File: config.mk
export PLATFORM = sky130hd
export DESIGN_NAME = mdu_iterative
export DESIGN_NICKNAME = d
export VERILOG_FILES = /design/src/rtl/mdu_pkg.sv /design/src/rtl/mdu_iterative_divider.sv /design/src/rtl/mdu_iterative.sv
export SDC_FILE = /design/constraint.sdc
export NUM_CORES = 2
export LEC_CHECK = 0
export BUFFER_PORTS_ARGS = -buffer_cell sky130_fd_sc_hd__buf_4
export CAP_MARGIN = 15
export CORE_MARGIN = 1
export CORE_UTILIZATION = 45
export DETAILED_ROUTE_END_ITERATION = 10
export SLEW_MARGIN = 30
export SYNTH_ARGS = -nofsm -noshare
export SYNTH_HDL_FRONTEND = slang
export SYNTH_SLANG_ARGS = --single-unit
File: constraint.sdc
create_clock -name clock -period 30.1 [get_ports clock]
set_input_delay 6.02 -clock clock [delete_from_list [all_inputs] [get_ports clock]]
set_output_delay 6.02 -clock clock [all_outputs]
set_load 0.05 [all_outputs]
File: src/rtl/mdu_pkg.sv
// Shared types and operation-class helpers for the iterative multiply/divide unit.
package mdu_pkg;

  typedef enum logic [3:0] {
    OP_READ_HI  = 4'd0,
    OP_READ_LO  = 4'd1,
    OP_WRITE_HI = 4'd2,
    OP_WRITE_LO = 4'd3,
    OP_MUL      = 4'd4,
    OP_MULU     = 4'd5,
    OP_DIV      = 4'd6,
    OP_DIVU     = 4'd7,
    OP_MADD     = 4'd8,
    OP_MADDU    = 4'd9,
    OP_MSUB     = 4'd10,
    OP_MSUBU    = 4'd11
  } mdu_op_t;

  // Codes 12..15 are not enumerated; they decode as no-ops everywhere.
  typedef logic [1:0] mdu_state_t;

  localparam mdu_state_t ST_IDLE     = 2'd0;
  localparam mdu_state_t ST_MUL_WAIT = 2'd1;
  localparam mdu_state_t ST_DIV_ITER = 2'd2;
  localparam mdu_state_t ST_DIV_FIX  = 2'd3;

  function automatic logic is_mul_op(input logic [3:0] op);
    logic r;
    case (op)
      OP_MUL, OP_MULU, OP_MADD, OP_MADDU, OP_MSUB, OP_MSUBU: r = 1'b1;
      default: r = 1'b0;
    endcase
    return r;
  endfunction

  function automatic logic is_div_op(input logic [3:0] op);
    logic r;
    case (op)
      OP_DIV, OP_DIVU: r = 1'b1;
      default: r = 1'b0;
    endcase
    return r;
  endfunction

  function automatic logic is_acc_op(input logic [3:0] op);
    logic r;
    case (op)
      OP_MADD, OP_MADDU, OP_MSUB, OP_MSUBU: r = 1'b1;
      default: r = 1'b0;
    endcase
    return r;
  endfunction

  function automatic logic is_signed_op(input logic [3:0] op);
    logic r;
    case (op)
      OP_MUL, OP_DIV, OP_MADD, OP_MSUB: r = 1'b1;
      default: r = 1'b0;
    endcase
    return r;
  endfunction

endpackage

File: src/rtl/mdu_iterative_divider.sv
// Unsigned radix-2 restoring divider: one quotient bit per cycle, WIDTH cycles after load.
module mdu_divider
  import mdu_pkg::*;
#(
  parameter int WIDTH = 32
) (
  input  logic             clock,
  input  logic             reset,
  input  logic             load,
  input  logic             abort,
  input  logic [WIDTH-1:0] dividend,
  input  logic [WIDTH-1:0] divisor,
  output logic [WIDTH-1:0] quotient,
  output logic [WIDTH-1:0] remainder,
  output logic             done
);

  localparam int CNT_W = $clog2(WIDTH + 1);

  logic [WIDTH-1:0] rem_q, rem_d;
  logic [WIDTH-1:0] quo_q, quo_d;
  logic [WIDTH-1:0] dvs_q, dvs_d;
  logic [CNT_W-1:0] cnt_q, cnt_d;
  logic             active_q, active_d;
  logic             done_q, done_d;

  // Partial remainder shifted left with the next dividend bit, and the trial subtraction.
  // Bit WIDTH of the difference is the borrow: set when the divisor does not fit.
  logic [WIDTH:0] shifted_s;
  logic [WIDTH:0] diff_s;
  logic           fits_s;

  // Trial subtraction for the current restoring step.
  always_comb begin
    shifted_s = {rem_q, quo_q[WIDTH-1]};
    diff_s    = shifted_s - {1'b0, dvs_q};
    fits_s    = ~diff_s[WIDTH];
  end

  // Next-state: abort beats load, load beats stepping.
  always_comb begin
    rem_d    = rem_q;
    quo_d    = quo_q;
    dvs_d    = dvs_q;
    cnt_d    = cnt_q;
    active_d = active_q;
    done_d   = done_q;
    if (abort) begin
      cnt_d    = {CNT_W{1'b0}};
      active_d = 1'b0;
      done_d   = 1'b0;
    end else if (load) begin
      rem_d    = {WIDTH{1'b0}};
      quo_d    = dividend;
      dvs_d    = divisor;
      cnt_d    = CNT_W'(WIDTH);
      active_d = 1'b1;
      done_d   = 1'b0;
    end else if (active_q) begin
      rem_d = fits_s ? diff_s[WIDTH-1:0] : shifted_s[WIDTH-1:0];
      quo_d = {quo_q[WIDTH-2:0], fits_s};
      cnt_d = cnt_q - CNT_W'(1);
      if (cnt_q == CNT_W'(1)) begin
        active_d = 1'b0;
        done_d   = 1'b1;
      end else begin
        active_d = 1'b1;
      end
    end else begin
      done_d = done_q;
    end
  end

  // Divider state registers.
  always_ff @(posedge clock) begin
    if (reset) begin
      rem_q    <= {WIDTH{1'b0}};
      quo_q    <= {WIDTH{1'b0}};
      dvs_q    <= {WIDTH{1'b0}};
      cnt_q    <= {CNT_W{1'b0}};
      active_q <= 1'b0;
      done_q   <= 1'b0;
    end else begin
      rem_q    <= rem_d;
      quo_q    <= quo_d;
      dvs_q    <= dvs_d;
      cnt_q    <= cnt_d;
      active_q <= active_d;
      done_q   <= done_d;
    end
  end

  assign quotient  = quo_q;
  assign remainder = rem_q;
  assign done      = done_q;

endmodule

File: src/rtl/mdu_iterative.sv
// Multiply/divide unit with HI/LO: fixed-latency multiply(-accumulate), iterative divide, cancel.
module mdu_iterative
  import mdu_pkg::*;
#(
  parameter int WIDTH       = 32,
  parameter int MUL_LATENCY = 5
) (
  input  logic             clock,
  input  logic             reset,
  input  logic [WIDTH-1:0] operand1,
  input  logic [WIDTH-1:0] operand2,
  input  logic [3:0]       operation,
  input  logic             start,
  input  logic             cancel,
  output logic             busy,
  output logic [WIDTH-1:0] data_read
);

  localparam int CNT_MAX = (WIDTH > MUL_LATENCY) ? WIDTH : MUL_LATENCY;
  localparam int CNT_W   = $clog2(CNT_MAX + 1);

  mdu_state_t       state_q, state_d;
  logic [CNT_W-1:0] cnt_q, cnt_d;
  logic [WIDTH-1:0] hi_q, hi_d;
  logic [WIDTH-1:0] lo_q, lo_d;
  logic [3:0]       op_q, op_d;
  logic [WIDTH-1:0] opa_q, opa_d;
  logic [WIDTH-1:0] opb_q, opb_d;
  logic             quot_neg_q, quot_neg_d;
  logic             rem_neg_q, rem_neg_d;
  logic             div_zero_q, div_zero_d;

  logic             accept_s;
  logic             div_load_s;
  logic             div_abort_s;
  logic [WIDTH-1:0] dvd_mag_s;
  logic [WIDTH-1:0] dvs_mag_s;
  logic [WIDTH-1:0] div_quo_s;
  logic [WIDTH-1:0] div_rem_s;
  logic             div_done_s;
  logic [WIDTH-1:0] quo_fix_s;
  logic [WIDTH-1:0] rem_fix_s;
  logic [2*WIDTH-1:0] ext_a_s;
  logic [2*WIDTH-1:0] ext_b_s;
  logic [2*WIDTH-1:0] prod_s;
  logic [2*WIDTH-1:0] mul_res_s;

  assign busy        = (state_q != ST_IDLE);
  assign accept_s    = (state_q == ST_IDLE) && start && !cancel;
  assign div_load_s  = accept_s && is_div_op(operation);
  assign div_abort_s = cancel && (state_q != ST_IDLE);

  // Operand magnitudes for signed divide; DIVU passes the raw values through.
  always_comb begin
    if (is_signed_op(operation) && operand1[WIDTH-1]) begin
      dvd_mag_s = {WIDTH{1'b0}} - operand1;
    end else begin
      dvd_mag_s = operand1;
    end
    if (is_signed_op(operation) && operand2[WIDTH-1]) begin
      dvs_mag_s = {WIDTH{1'b0}} - operand2;
    end else begin
      dvs_mag_s = operand2;
    end
  end

  mdu_divider #(
    .WIDTH(WIDTH)
  ) u_divider (
    .clock    (clock),
    .reset    (reset),
    .load     (div_load_s),
    .abort    (div_abort_s),
    .dividend (dvd_mag_s),
    .divisor  (dvs_mag_s),
    .quotient (div_quo_s),
    .remainder(div_rem_s),
    .done     (div_done_s)
  );

  // Sign correction applied in DIV_FIX: quotient negative when signs differ, remainder follows dividend.
  always_comb begin
    quo_fix_s = quot_neg_q ? ({WIDTH{1'b0}} - div_quo_s) : div_quo_s;
    rem_fix_s = rem_neg_q  ? ({WIDTH{1'b0}} - div_rem_s) : div_rem_s;
  end

  // Full-width product of the latched operands; the latency counter gives retiming room.
  always_comb begin
    if (is_signed_op(op_q)) begin
      ext_a_s = {{WIDTH{opa_q[WIDTH-1]}}, opa_q};
      ext_b_s = {{WIDTH{opb_q[WIDTH-1]}}, opb_q};
    end else begin
      ext_a_s = {{WIDTH{1'b0}}, opa_q};
      ext_b_s = {{WIDTH{1'b0}}, opb_q};
    end
    prod_s = ext_a_s * ext_b_s;
  end

  // Multiply result, optionally accumulated into or subtracted from {HI,LO} modulo 2^(2*WIDTH).
  always_comb begin
    if (is_acc_op(op_q)) begin
      if ((op_q == OP_MSUB) || (op_q == OP_MSUBU)) begin
        mul_res_s = {hi_q, lo_q} - prod_s;
      end else begin
        mul_res_s = {hi_q, lo_q} + prod_s;
      end
    end else begin
      mul_res_s = prod_s;
    end
  end

  // Control FSM and HI/LO next-state; cancel always wins over a commit.
  always_comb begin
    state_d    = state_q;
    cnt_d      = cnt_q;
    hi_d       = hi_q;
    lo_d       = lo_q;
    op_d       = op_q;
    opa_d      = opa_q;
    opb_d      = opb_q;
    quot_neg_d = quot_neg_q;
    rem_neg_d  = rem_neg_q;
    div_zero_d = div_zero_q;
    case (state_q)
      ST_IDLE: begin
        if (accept_s) begin
          op_d  = operation;
          opa_d = operand1;
          opb_d = operand2;
          if (is_mul_op(operation)) begin
            state_d = ST_MUL_WAIT;
            cnt_d   = CNT_W'(MUL_LATENCY);
          end else if (is_div_op(operation)) begin
            state_d    = ST_DIV_ITER;
            cnt_d      = CNT_W'(WIDTH);
            quot_neg_d = is_signed_op(operation) && (operand1[WIDTH-1] ^ operand2[WIDTH-1]);
            rem_neg_d  = is_signed_op(operation) && operand1[WIDTH-1];
            div_zero_d = (operand2 == {WIDTH{1'b0}});
          end else if (operation == OP_WRITE_HI) begin
            hi_d = operand1;
          end else if (operation == OP_WRITE_LO) begin
            lo_d = operand1;
          end else begin
            state_d = ST_IDLE;
          end
        end else begin
          state_d = ST_IDLE;
        end
      end
      ST_MUL_WAIT: begin
        if (cancel) begin
          state_d = ST_IDLE;
          cnt_d   = {CNT_W{1'b0}};
        end else if (cnt_q == CNT_W'(1)) begin
          state_d      = ST_IDLE;
          cnt_d        = {CNT_W{1'b0}};
          {hi_d, lo_d} = mul_res_s;
        end else begin
          cnt_d = cnt_q - CNT_W'(1);
        end
      end
      ST_DIV_ITER: begin
        if (cancel) begin
          state_d = ST_IDLE;
          cnt_d   = {CNT_W{1'b0}};
        end else if (cnt_q == CNT_W'(1)) begin
          state_d = ST_DIV_FIX;
          cnt_d   = {CNT_W{1'b0}};
        end else begin
          cnt_d = cnt_q - CNT_W'(1);
        end
      end
      ST_DIV_FIX: begin
        state_d = ST_IDLE;
        if (cancel) begin
          cnt_d = {CNT_W{1'b0}};
        end else if (div_done_s && !div_zero_q) begin
          hi_d = rem_fix_s;
          lo_d = quo_fix_s;
        end else begin
          cnt_d = {CNT_W{1'b0}};
        end
      end
      default: begin
        state_d = ST_IDLE;
        cnt_d   = {CNT_W{1'b0}};
      end
    endcase
  end

  // State, counter, HI/LO and latched-operand registers.
  always_ff @(posedge clock) begin
    if (reset) begin
      state_q    <= ST_IDLE;
      cnt_q      <= {CNT_W{1'b0}};
      hi_q       <= {WIDTH{1'b0}};
      lo_q       <= {WIDTH{1'b0}};
      op_q       <= 4'd0;
      opa_q      <= {WIDTH{1'b0}};
      opb_q      <= {WIDTH{1'b0}};
      quot_neg_q <= 1'b0;
      rem_neg_q  <= 1'b0;
      div_zero_q <= 1'b0;
    end else begin
      state_q    <= state_d;
      cnt_q      <= cnt_d;
      hi_q       <= hi_d;
      lo_q       <= lo_d;
      op_q       <= op_d;
      opa_q      <= opa_d;
      opb_q      <= opb_d;
      quot_neg_q <= quot_neg_d;
      rem_neg_q  <= rem_neg_d;
      div_zero_q <= div_zero_d;
    end
  end

  // Read port: combinational view of the current HI/LO.
  always_comb begin
    case (operation)
      OP_READ_HI: data_read = hi_q;
      OP_READ_LO: data_read = lo_q;
      default:    data_read = {WIDTH{1'b0}};
    endcase
  end

endmodule

==> summary.txt <==
Outcome: complete, no violations
PortBufs: 104
Crit. path cell count: 47
Grt met2 use: 50.9%
Total power: 1.72 mW
Placed Area: 70100 sq um
Worst clock skew: 0.0511 ns
Boundary Pins: 105
CP endpoint kind: register
Top cell by count, worst path: fa_1
RSZ-0062 raised after global routing: false
Cell count after synthesis: 7921
TritonCTS buffer count: 36
DP HPWL: 181000 microns
Clk_lat worst skew: 0.58 ns
Final instance area: 71400 sq um
Synth top cells by count: inv_1, fa_1, nand2_1
Syn_nets: 9829
CTS tree: done
Crit Path Class: reg -> reg
Leak pwr: 34.9 nW
Final GP Congestion: 0.975
Crit. Startpoint: op_q[2]$_SDFFE_PP0P_
Setup TNS: 0 ns
Clk pwr share: 26.8%
Crit path max-delay family: adder cells
Synth Flop Type: dfxtp_1
Initial antenna violation count: 11
Clk buf depth: 3
Power Internal: 935 uW
Post-route ant nets: 0
Flop-to-flop setup slack: 15.12 ns
Worst Min Path Start: opa_q[1]$_SDFFE_PP0P_
NetSw: 784 uW
Reg-to-reg endpoint: hi_q[29]$_SDFFE_PP0P_
Max Freq: 0.0668 GHz
Fin. max-slew vios: 0
Die H: 389 microns
Max Cap Viol: 0
CP startpoint kind: register
Mean area per synthesized cell: 8.52 sq um
Cell with the most instances after synthesis: inv_1
Residual DRC: 0
Synth Cell Area: 67500 sq um
Final hold viol count: 0
Max IR drop VDD: 0.0420 mV
CTS Root Cell: clkbuf_16
Yosys top cell area share: 42.3%
Final Cycle Share: 49.8%
Ys async rst share: 0%
FF+latch count, synth: 247
Met1 Use GR: 40.4%
Post_cts resized: 0
Synth area leader: fa_1
Layout cells sized above 1: 4.46%
CTS Hold Bufs: 0
GRT met3 Usage: 2.97%
Vias in the first global route: 56255
P&R area growth vs syn: 5.78%
Worst-Margin Slew: 0.958 ns
Worst stage delay on the critical path: 0.72 ns
Synth area leaders: fa_1, inv_1, ha_1
Nets: 9659
Post-CTS Setup Repair Bufs: 0
Switching portion of total power: 45.6%
Tightest Hold Check Type: reg -> reg
DR iter-0 viols: 4284
Synth warn: 0
Total GRT Usage: 30.2%
Routed len/inst: 23.0 microns
Pre-Repair DR Iteration Count: 8
FP Rows: 141
Crit-path slowest cell: or4_1
Die ar.: 152000 sq um
Number of distinct library cells after synthesis: 81
Crit path buf inv count: 9
Data arrival, critical path: 15.40 ns
Sequential area share after synthesis: 7.33%
Die outline width: 389 microns
Area occupied by multi-input gates: 54800 sq um
Pwr dens: 24.1 nW/um^2
Worst-case reg-to-reg path depth: 47
Number of synthesized flops with an enable pin: 0
CTS sink cnt: 247
Rel. slew slack: 35.3%
Via Count: 54082
Starting Density: 45.5%
Crit Reg-Reg Startpoint: op_q[2]$_SDFFE_PP0P_
Worst-path clk slew: 0.07 ns
Core area: 148000 sq um
WHS: 0.454 ns
WL final: 225000 microns
GR peak layer: met2
Util after Layout: 48.1%
Flip-flop and latch area: 4970 sq um
Total gr overflow: 0
Required @ worst endpoint: 30.52 ns
Maximum fanout along the worst path: 29
Final setup viols: 0
CP Capture Point: hi_q[29]$_SDFFE_PP0P_
FILL cells: 14481
Seq pwr share: 21.6%
Largest net degree at the start of global routing: 140
Min cycle time layout: 14.98 ns
CTS H-tree lvls: 2
Logic gate share of total power: 51.6%
Routed vias/inst: 5.53
First-pass GRT wire length: 347000 microns
[metrics by stage]
step,std cells,setup slack [ns]
after floorplan,7921,16.52
after global placement,9715,15.46
after detailed placement,9715,15.44
after CTS,9780,15.35
after global routing,9781,14.54
final,9784,15.12
[placed cells by master (no fill, tap or decap), types with 204 or more instances in the layout]
master   count
a21oi_1    325
and2_1     360
buf_4      204
dfxtp_1    226
fa_1      1426
ha_1       408
inv_1     1666
nand2_1   1185
nor2_1     306
o21ai_0    227
xnor2_1    251
[layout make-up]
class | count | area share [%]
antenna | 4 | 0.0140
inverter | 1666 | 8.76
clock inverter | 16 | 0.317
tap | 2002 | 3.51
timing repair buffer | 206 | 2.19
sequential | 247 | 6.96
multi-input combinational | 5594 | 76.8
clock buffer | 49 | 1.46
[state kept, by name (all words and copies together), names as in the netlist]
register             flops
cnt_q                    6
div_zero_q               1
hi_q                    32
lo_q                    32
op_q                     4
opa_q                   32
opb_q                   32
quot_neg_q               1
rem_neg_q                1
state_q                  2
u_divider.active_q       1
u_divider.cnt_q          6
u_divider.done           1
u_divider.dvs_q         32
u_divider.quotient      32
u_divider.remainder     32
[power by group through the flow]
stage	sequential (mW)	combinational, mW	clock [mW]
after detailed placement	0.378	0.870	0
after floorplan	0.359	0.620	0
final	0.372	0.887	0.461
after global routing	0.373	0.971	0.480
after CTS	0.371	0.878	0.467
after global placement	0.378	0.869	0
[worst min path at each step]
| stage | end | slack (ns) | cells after the start |
|---|---|---|---|
| after floorplan | u_divider.dvs_q[20]$_SDFFE_PP0P_ | 0.43 | 2 |
| after global placement | u_divider.dvs_q[31]$_SDFFE_PP0P_ | 0.44 | 2 |
| after detailed placement | opa_q[1]$_SDFFE_PP0P_ | 0.45 | 2 |
| after CTS | opa_q[1]$_SDFFE_PP0P_ | 0.45 | 2 |
| after global routing | opa_q[0]$_SDFFE_PP0P_ | 0.47 | 2 |
| final | opa_q[1]$_SDFFE_PP0P_ | 0.45 | 2 |
[cell families (layout without fill, tap and decap cells)]
group | Yosys count | in the layout | synth area share (%)
adder cells (fa/ha/maj) | 1840 | 1840 | 50.0
flip-flops | 247 | 247 | 7.33
AO/OA/AOI/OAI | 1092 | 1092 | 10.5
multiplexers | 37 | 37 | 0.558
other | 0 | 4 | 0
AND/OR/NAND/NOR | 2261 | 2261 | 15.3
XOR/XNOR | 364 | 364 | 4.72
buffers and inverters | 2080 | 1937 | 11.6
[routing by layer]
layer	wire length [microns]	vias to the layer above
met5	0	-
met4	9670	0
li1	-	24026
met1	93100	27685
met3	13700	412
met2	109000	1959
[worst register-to-register path: cells and delay by family (launching register included)]
family                     cells  cell delay (ns)
xor gates and xnor gates       3             0.66
DFF                            1             0.34
adders and majority gates     12             6.48
buffers and inverters          9             1.61
AOI/OAI and AO/OA             13             2.86
and+or+nand+nor               10             2.86
(Power assumes the default switching activity.)
